==> config.mk <==
export PLATFORM = sky130hd
export DESIGN_NAME = lut_cpu_port_flat
export DESIGN_NICKNAME = d
export VERILOG_FILES = /design/src/rtl/utopia_lut_pkg.sv /design/src/rtl/lut_cpu_port_if.sv /design/src/rtl/lut_ram.sv /design/src/rtl/lut_cpu_port.sv /design/src/flat_wrapper.sv
export SDC_FILE = /design/constraint.sdc
export NUM_CORES = 2
export LEC_CHECK = 0
export ABC_AREA = 0
export CORE_MARGIN = 1
export CORE_UTILIZATION = 35
export DETAILED_ROUTE_END_ITERATION = 10
export SYNTH_ARGS = -nofsm -noshare
export SYNTH_HDL_FRONTEND = slang
export SYNTH_SLANG_ARGS = --single-unit
==> constraint.sdc <==
create_clock -name clk -period 10.75 [get_ports clk]
set_clock_uncertainty 0.2 [all_clocks]
set_input_delay 2.15 -clock clk [delete_from_list [all_inputs] [get_ports clk]]
set_output_delay 2.15 -clock clk [all_outputs]
set_load 0.02 [all_outputs]
==> src/rtl/utopia_lut_pkg.sv <==
// Shared types and defaults for the cell rewriting/forwarding table.
package utopia_lut_pkg;

  localparam int unsigned ASIZE_DEFAULT  = 8;
  localparam int unsigned NUM_TX_DEFAULT = 4;
  localparam int unsigned VPI_W          = 12;

  // One table entry: forwarding mask above the rewritten VPI.
  typedef struct packed {
    logic [NUM_TX_DEFAULT-1:0] fwd;
    logic [VPI_W-1:0]          vpi;
  } CellCfgType;

  typedef enum logic [1:0] {
    INIT,
    IDLE,
    ACCESS,
    ACK
  } lut_state_e;

endpackage

==> src/rtl/lut_cpu_port_if.sv <==
// CPU select/acknowledge bus plus the cell-path lookup port.
interface lut_cpu_port_if #(
  parameter int unsigned ASIZE  = utopia_lut_pkg::ASIZE_DEFAULT,
  parameter int unsigned NUM_TX = utopia_lut_pkg::NUM_TX_DEFAULT
);

  localparam int unsigned DWIDTH = NUM_TX + utopia_lut_pkg::VPI_W;

  logic              cpu_sel;
  logic              cpu_wr;
  logic [ASIZE-1:0]  cpu_addr;
  logic [DWIDTH-1:0] cpu_wdata;
  logic [DWIDTH-1:0] cpu_rdata;
  logic              cpu_ack;
  logic              lk_req;
  logic [ASIZE-1:0]  lk_addr;
  logic              lk_valid;
  logic [DWIDTH-1:0] lk_data;

  modport master (
    output cpu_sel, cpu_wr, cpu_addr, cpu_wdata, lk_req, lk_addr,
    input  cpu_rdata, cpu_ack, lk_valid, lk_data
  );

  modport slave (
    input  cpu_sel, cpu_wr, cpu_addr, cpu_wdata, lk_req, lk_addr,
    output cpu_rdata, cpu_ack, lk_valid, lk_data
  );

endinterface

==> src/rtl/lut_ram.sv <==
// Single-port synchronous RAM, write-first, registered read output, no reset.
module lut_ram #(
  parameter int unsigned AW = 8,
  parameter int unsigned DW = 16
) (
  input  logic          clk,
  input  logic          we,
  input  logic [AW-1:0] addr,
  input  logic [DW-1:0] din,
  output logic [DW-1:0] dout
);

  localparam int unsigned DEPTH = 1 << AW;

  logic [DW-1:0] mem [DEPTH];

  // Write-first: a write also presents the new data on dout.
  always_ff @(posedge clk) begin
    if (we) begin
      mem[addr] <= din;
      dout      <= din;
    end else begin
      dout      <= mem[addr];
    end
  end

endmodule

==> src/rtl/lut_cpu_port.sv <==
// Host-side responder for the forwarding table: clear sweep, CPU handshake,
// and single-cycle lookups that always win the RAM port.
module lut_cpu_port #(
  parameter int unsigned ASIZE  = utopia_lut_pkg::ASIZE_DEFAULT,
  parameter int unsigned NUM_TX = utopia_lut_pkg::NUM_TX_DEFAULT
) (
  input  logic           clk,
  input  logic           rst_n,
  lut_cpu_port_if.slave  bus,
  output logic           init_done
);

  import utopia_lut_pkg::*;

  localparam int unsigned DWIDTH = NUM_TX + VPI_W;
  localparam int unsigned ARANGE = 1 << ASIZE;
  localparam int unsigned CW     = ASIZE + 1;

  lut_state_e        state_q, state_d;
  logic [CW-1:0]     cnt_q, cnt_d;
  logic              init_done_q, init_done_d;
  logic              cpu_ack_q, cpu_ack_d;
  logic [DWIDTH-1:0] cpu_rdata_q, cpu_rdata_d;
  logic              lk_valid_q, lk_valid_d;
  logic              lk_live_q, lk_live_d;

  logic              ram_we;
  logic [ASIZE-1:0]  ram_addr;
  logic [DWIDTH-1:0] ram_din;
  logic [DWIDTH-1:0] ram_dout;

  logic              cnt_last;
  logic              cpu_issue;

  assign cnt_last  = (cnt_q == CW'(ARANGE - 1));
  assign cpu_issue = (state_q == IDLE) && bus.cpu_sel && !bus.lk_req;

  lut_ram #(
    .AW (ASIZE),
    .DW (DWIDTH)
  ) u_ram (
    .clk  (clk),
    .we   (ram_we),
    .addr (ram_addr),
    .din  (ram_din),
    .dout (ram_dout)
  );

  // State register.
  always_ff @(posedge clk or negedge rst_n) begin
    if (!rst_n) begin
      state_q <= INIT;
    end else begin
      state_q <= state_d;
    end
  end

  // Next-state logic.
  always_comb begin
    state_d = state_q;
    case (state_q)
      INIT:    if (cnt_last) state_d = IDLE;
      IDLE:    if (cpu_issue) state_d = ACCESS;
      ACCESS:  state_d = ACK;
      ACK:     if (!bus.cpu_sel) state_d = IDLE;
      default: state_d = INIT;
    endcase
  end

  // RAM port arbitration and next values of the output registers.
  always_comb begin
    cnt_d       = cnt_q;
    init_done_d = init_done_q;
    cpu_ack_d   = cpu_ack_q;
    cpu_rdata_d = cpu_rdata_q;
    lk_valid_d  = bus.lk_req;
    lk_live_d   = bus.lk_req && (state_q != INIT);
    ram_we      = 1'b0;
    ram_addr    = bus.lk_req ? bus.lk_addr : bus.cpu_addr;
    ram_din     = bus.cpu_wdata;
    case (state_q)
      INIT: begin
        ram_we   = 1'b1;
        ram_addr = cnt_q[ASIZE-1:0];
        ram_din  = '0;
        cnt_d    = cnt_q + CW'(1);
        if (cnt_last) init_done_d = 1'b1;
      end
      IDLE: begin
        ram_we = cpu_issue && bus.cpu_wr;
      end
      ACCESS: begin
        // dout still holds the CPU operation; write-first makes it the write data.
        cpu_rdata_d = ram_dout;
        cpu_ack_d   = 1'b1;
      end
      ACK: begin
        if (!bus.cpu_sel) cpu_ack_d = 1'b0;
      end
      default: ;
    endcase
  end

  // Output and counter registers.
  always_ff @(posedge clk or negedge rst_n) begin
    if (!rst_n) begin
      cnt_q       <= '0;
      init_done_q <= 1'b0;
      cpu_ack_q   <= 1'b0;
      cpu_rdata_q <= '0;
      lk_valid_q  <= 1'b0;
      lk_live_q   <= 1'b0;
    end else begin
      cnt_q       <= cnt_d;
      init_done_q <= init_done_d;
      cpu_ack_q   <= cpu_ack_d;
      cpu_rdata_q <= cpu_rdata_d;
      lk_valid_q  <= lk_valid_d;
      lk_live_q   <= lk_live_d;
    end
  end

  // Lookup data comes straight off the registered RAM output, zeroed when not a real read.
  assign bus.lk_data   = lk_live_q ? ram_dout : '0;
  assign bus.lk_valid  = lk_valid_q;
  assign bus.cpu_ack   = cpu_ack_q;
  assign bus.cpu_rdata = cpu_rdata_q;
  assign init_done     = init_done_q;

endmodule

==> src/flat_wrapper.sv <==
// flat-port wrapper written by rule: the top's interface ports become plain ports
module lut_cpu_port_flat import utopia_lut_pkg::*;
#(
  parameter int unsigned ASIZE  = utopia_lut_pkg::ASIZE_DEFAULT,
  parameter int unsigned NUM_TX = utopia_lut_pkg::NUM_TX_DEFAULT
)
  (clk, rst_n, init_done, bus_cpu_sel, bus_cpu_wr, bus_cpu_addr, bus_cpu_wdata, bus_lk_req, bus_lk_addr, bus_cpu_rdata, bus_cpu_ack, bus_lk_valid, bus_lk_data);
  lut_cpu_port_if #(.ASIZE(ASIZE), .NUM_TX(NUM_TX)) bus_i ();
  input  logic clk;
  input  logic rst_n;
  output logic init_done;
  input wire logic [$bits(bus_i.cpu_sel)-1:0] bus_cpu_sel;
  input wire logic [$bits(bus_i.cpu_wr)-1:0] bus_cpu_wr;
  input wire logic [$bits(bus_i.cpu_addr)-1:0] bus_cpu_addr;
  input wire logic [$bits(bus_i.cpu_wdata)-1:0] bus_cpu_wdata;
  input wire logic [$bits(bus_i.lk_req)-1:0] bus_lk_req;
  input wire logic [$bits(bus_i.lk_addr)-1:0] bus_lk_addr;
  output wire logic [$bits(bus_i.cpu_rdata)-1:0] bus_cpu_rdata;
  output wire logic [$bits(bus_i.cpu_ack)-1:0] bus_cpu_ack;
  output wire logic [$bits(bus_i.lk_valid)-1:0] bus_lk_valid;
  output wire logic [$bits(bus_i.lk_data)-1:0] bus_lk_data;
  assign bus_i.cpu_sel = bus_cpu_sel;
  assign bus_i.cpu_wr = bus_cpu_wr;
  assign bus_i.cpu_addr = bus_cpu_addr;
  assign bus_i.cpu_wdata = bus_cpu_wdata;
  assign bus_i.lk_req = bus_lk_req;
  assign bus_i.lk_addr = bus_lk_addr;
  assign bus_cpu_rdata = bus_i.cpu_rdata;
  assign bus_cpu_ack = bus_i.cpu_ack;
  assign bus_lk_valid = bus_i.lk_valid;
  assign bus_lk_data = bus_i.lk_data;
  lut_cpu_port #(.ASIZE(ASIZE), .NUM_TX(NUM_TX)) u_core (.clk(clk), .rst_n(rst_n), .bus(bus_i), .init_done(init_done));
endmodule
; Word-level counts from Yosys, hierarchy flattened
; Memories as Yosys holds them, arrays and structs flattened. A register that Yosys moved wholly into a read port is not among the register bits.
; Cells that the tools add are included.
; Widths: inputs -> output; s select.
[classes]
reduce_logical = 11
mux = 13
n_eq_ne = 7
n_addsub = 1
[op_table]
columns = op, count
row1 = $mux 16, 2
row2 = $mux 8, 2
row3 = $add 9x1->9 const B, 1
row4 = $eq 9x8->1 const B, 1
row5 = $pmux 2 s4, 1
row6 = $mux 2, 3
row7 = $eq 2x2->1 const B, 2
row8 = $logic_and 1x1->1, 4
row9 = $ne 2x1->1 const B, 2
row10 = $pmux 1 s2, 2
row11 = $reduce_and 2->1, 2
row12 = $reduce_bool 2->1, 2
row13 = $mux 1, 3
row14 = $reduce_and 3->1, 1
row15 = $eq 2x1->1 const B, 1
row16 = $logic_not 2->1, 1
row17 = $ne 2x2->1 const B, 1
row18 = $logic_not 1->1, 1
[totals]
word_cells = 40
output_inout_bits = 35
mem_count = 1
ram_bits = 4096
register_bits = 31
input_bits = 37
[mem_list]
columns = memory, depth, word_bits, read_ports, rd_clocked_by_memory_dff, write_ports, line
row1 = u_core.u_ram.mem, 256, 16, 1, 1, 1, lut_ram.sv:15  ; logic [DW-1:0] mem [DEPTH];

; Depth between registers and ports, before layout
[depth]
word_depth = 7
depth_mapped = 14
mapped_depth_nobuf = 9

; Hierarchy
; A second synthesis with hierarchy kept.
[unflattened]
cells_unflattened = 7507
area_unflattened_um2 = 160231.2
[modules_own_cells]
columns = mod, seq_area_each_um2, cells_each, instances, area_per_inst_um2
row1 = lut_ram, 123158.1, 7352, 1, 158554.6
row2 = lut_cpu_port, 775.7, 155, 1, 1676.6

; Least setup slack after synthesis
; OpenSTA, ideal clock, no wires.
[synth_path]
kind = input to register
start = input bus_cpu_wdata[0]
end = memory u_core.u_ram.mem[0][0], data pin
setup_slack_ps = 809
arrival_time_ps = 8295
setup_ps = 1446
stages = 1
required_ps = 9104
path_buffers = 0
cell_sequence = nor2b_1
[synth_via]
elab_chain_cells = 1
[synth_rtl]
columns = element, line
row1 = from (decl), flat_wrapper.sv:15  ; input wire logic [$bits(bus_i.cpu_wdata)-1:0] bus_cpu_wdata;
row2 = $mux 16, lut_cpu_port.sv:81  ; case (state_q)
row3 = to (decl), lut_ram.sv:15
; No other way between the ends.

==> impl_metrics.sql <==
INSERT INTO impl_metrics (metric_group, metric, value, unit) VALUES
('run_status', 'outcome', 'complete, but fails checks', ''),
('run_status', 'violations', 'max-capacitance violations, max-slew violations', ''),
('detailed_routing', 'routed_wl', '469000', 'um'),
('global_route', 'first_global_vias', '83500', ''),
('synth', 'async_sr_flop_fraction', '0.750', '%'),
('sta', 'drv_slew', '6', ''),
('clocking', 'cts.root.buffer_cell', 'clkbuf_16', ''),
('cells_and_area', 'final_common_cell', 'edfxtp_1', ''),
('power', 'worst_ir_drop_vdd', '0.229', 'mV'),
('critical_path', 'critical_path_source_type', 'flip-flop', ''),
('floorplan', 'die_height', '681', 'um'),
('sta', 'finalCritPeriodShare', '89.9', '%'),
('synth', 'ys_ff_latch', '4135', ''),
('cells_and_area', 'design.final.nets', '8471', ''),
('detailed_routing', 'detail_route.drc_violations', '0', ''),
('cells_and_area', 'utilization', '40.1', '%'),
('critical_path', 'path_max_fanout', '26', ''),
('floorplan', 'fp.dieArea', '463000', 'sq um'),
('global_route', 'grt_antenna_before_repair', '27', ''),
('clocking', 'cts.repair_timing.setup_buffer_count', '0', ''),
('synth', 'count_of_flip_flops_with_a_built_in_enable_after_synthesis', '4096', ''),
('cells_and_area', 'fraction_of_final_layout_cells_with_drive_strength_greater_than_1', '20.9', '%'),
('critical_path', 'worstPathArrival', '7320', 'ps'),
('detailed_routing', 'vias', '84800', ''),
('critical_path', 'critPathKind', 'flip-flop to output port', ''),
('hold_path', 'timing.hold.worst.class', 'flip-flop to flip-flop', ''),
('synth', 'combined_area_of_all_synthesized_cells', '161000', 'sq um'),
('global_route', 'grtUsageMet2', '31.0', '%'),
('detailed_routing', 'avgRoutedWirePerCell', '31.5', 'um'),
('detailed_routing', 'firstDrtPassIters', '6', ''),
('place', 'portBuffers', '71', ''),
('critical_path', 'critical_path.cell_chain', 'buf_4, nor2b_2, a22o_1, nor3_1, a211oi_2, o2111ai_1, o221ai_1, a21oi_1, nor2b_1, clkdlybuf4s50_1', ''),
('detailed_routing', 'route.detailed.vias_per_inst', '5.69', ''),
('cells_and_area', 'mostFrequentLayoutCells', 'edfxtp_1 (4096), mux2i_1 (766), mux4_2 (649)', ''),
('synth', 'number_of_distinct_library_cells_after_synthesis', '75', ''),
('floorplan', 'starting_utilization_of_the_core_area', '35.3', '%'),
('sta', 'transition_time_of_the_tightest_slew_check_pin', '1520', 'ps'),
('global_route', 'grt.met3_usage', '3.69', '%'),
('cells_and_area', 'sequential_cell_area', '124000', 'sq um'),
('power', 'power_leakage', '58.1', 'nW'),
('floorplan', 'placement_rows', '248', ''),
('sta', 'final-setup-viol-count', '0', ''),
('sta', 'hold-worst-slack', '281', 'ps'),
('global_route', 'grt_util_met1', '26.9', '%'),
('sta', 'timing.slew.headroom', '-1.99', '%'),
('sta', 'rsz0062_at_grt', 'no', ''),
('floorplan', 'top_level_ports', '72', ''),
('detailed_routing', 'final_antenna_net_count', '0', ''),
('global_route', 'grt.total_usage', '19.7', '%'),
('global_route', 'global_route.overflow_total', '0', ''),
('sta', 'max_freq', '103', 'MHz'),
('critical_path', 'crit_path_end_kind', 'output port', ''),
('clocking', 'cts_inserted_buffers', '409', ''),
('clocking', 'clk_transition_reported_paths', '60', 'ps'),
('job', 'max-cap-violations', '1', ''),
('clocking', 'clockBufferDepth', '4', ''),
('cells_and_area', 'area_of_combinational_cells_with_multiple_inputs', '34500', 'sq um'),
('detailed_routing', 'drt_iter0_markers', '11200', ''),
('global_route', 'grt_busiest_layer', 'met2', ''),
('synth', 'synth_sequential_area_ratio', '76.9', '%'),
('clocking', 'clkLatencyLatePin', '1010', 'ps'),
('critical_path', 'critical-path-max-stage-delay', '1230', 'ps'),
('sta', 'hold_violations', '0', ''),
('synth', 'synthesis.area_per_instance', '20.2', 'sq um'),
('power', 'power_density_over_the_cells', '225', 'nW/um^2'),
('floorplan', 'area_of_the_core', '457000', 'sq um'),
('critical_path', 'critical_path_required', '8400', 'ps'),
('critical_path', 'timing.critical_path.slowest_stage_cell', 'nor2b_2', ''),
('global_route', 'maximum_number_of_pins_on_one_net_before_global_route_repair', '185', ''),
('clocking', 'cts_resized', '0', ''),
('sta', 'final_tns_setup', '0', 'ps');
==> critical path, delay by kind of cell (launching register included) <==
kind,cells,cell delay (ps)
AOI/OAI and AO/OA,5,2820
buffers and inverters,2,1210
DFF,1,650
and+or+nand+nor,3,1540
==> layer usage <==
layer | vias up | wire length [um]
li1 | 34300 | -
met1 | 45100 | 185000
met2 | 4641 | 218000
met3 | 774 | 44300
met4 | 4 | 22900
met5 | - | 61
==> cell type report <==
| class | instances | share of cell area, % |
|---|---|---|
| Sequential cell | 4135 | 67.5 |
| Multi-Input combinational cell | 3361 | 18.8 |
| Clock buffer | 485 | 5.76 |
| Tap cell | 6125 | 4.17 |
| Timing Repair Buffer | 507 | 2.36 |
| Clock inverter | 262 | 1.35 |
| Inverter | 14 | 0.0354 |
| Antenna cell | 17 | 0.0232 |
==> worst paths after layout <==
| check | slack, ps | depth (start not counted) | end | from |
|---|---|---|---|---|
| worst max-delay path | 1080 | 10 | bus_lk_data[12] | flip-flop |
| worst min-delay path | 280 | 1 | u_core.init_done$_DFFE_PN0P_ | u_core.init_done$_DFFE_PN0P_ |
| worst max register to register | 4700 | 9 | u_core.bus.cpu_rdata[12]$_DFFE_PN0P_ | flip-flop |
| worst min register to register | 280 | 1 | u_core.init_done$_DFFE_PN0P_ | u_core.init_done$_DFFE_PN0P_ |
| max in group asynchronous | 8750 | 2 | u_core.bus.lk_valid$_DFF_PN0_ | rst_n |
| min in group asynchronous | 1050 | 2 | u_core.bus.cpu_rdata[4]$_DFFE_PN0P_ | rst_n |
==> state kept, by name, summed over array words and instances (netlist names), named ones only <==
signal	cells
u_core.u_ram.mem	4096
u_core.bus.cpu_rdata	16
u_core.cnt_q	9
u_core.state_q	2
u_core.bus.cpu_ack	1
u_core.bus.lk_valid	1
u_core.init_done	1
u_core.lk_live_q	1
==> power breakdown <==
group | internal [mW] | total, mW | leakage, nW | switching [mW]
clock network | 7.93 | 14.1 | 6.40 | 6.14
registers | 18.5 | 18.7 | 37.4 | 0.130
logic | 2.78 | 8.66 | 14.3 | 5.88
total | 29.2 | 41.4 | 58.1 | 12.2
==> through the flow <==
stage / cell area [sq um] / worst slack [ps] / instances / power, mW
after global routing: 184000 / 1120 / 14900 / 42.5
after floorplan: 161000 / 809 / 7996 / 24.5
after CTS: 184000 / 1150 / 14900 / 41.5
after detailed placement: 170000 / 2210 / 14100 / 27.6
final: 184000 / 1080 / 14900 / 41.4
after global placement: 170000 / 1390 / 14100 / 27.5
==> cells by family after synthesis <==
kind of cell	after synthesis	share of synthesized area [%]
adders and majority gates	6	0.0466
AOI/OAI and AO/OA	1020	4.48
muxes	1464	14.2
xor gates and xnor gates	7	0.0380
buffers and inverters	500	1.99
DFF	4135	76.9
and+or+nand+nor	864	2.36
==> cell usage after synthesis, drive strengths merged (51+ instances only) <==
master	n	area (sq um)
o22ai	139	870
clkbuf	189	709
nor2b	51	319
o221ai	286	2500
edfxtp	4096	123000
a21oi	167	840
o21ai	158	791
buf	297	2440
mux4	656	14800
nand2	229	860
nor3	60	300
nor2	342	1280
nand3	95	475
mux2i	766	7670
(Power assumes the default switching activity.)
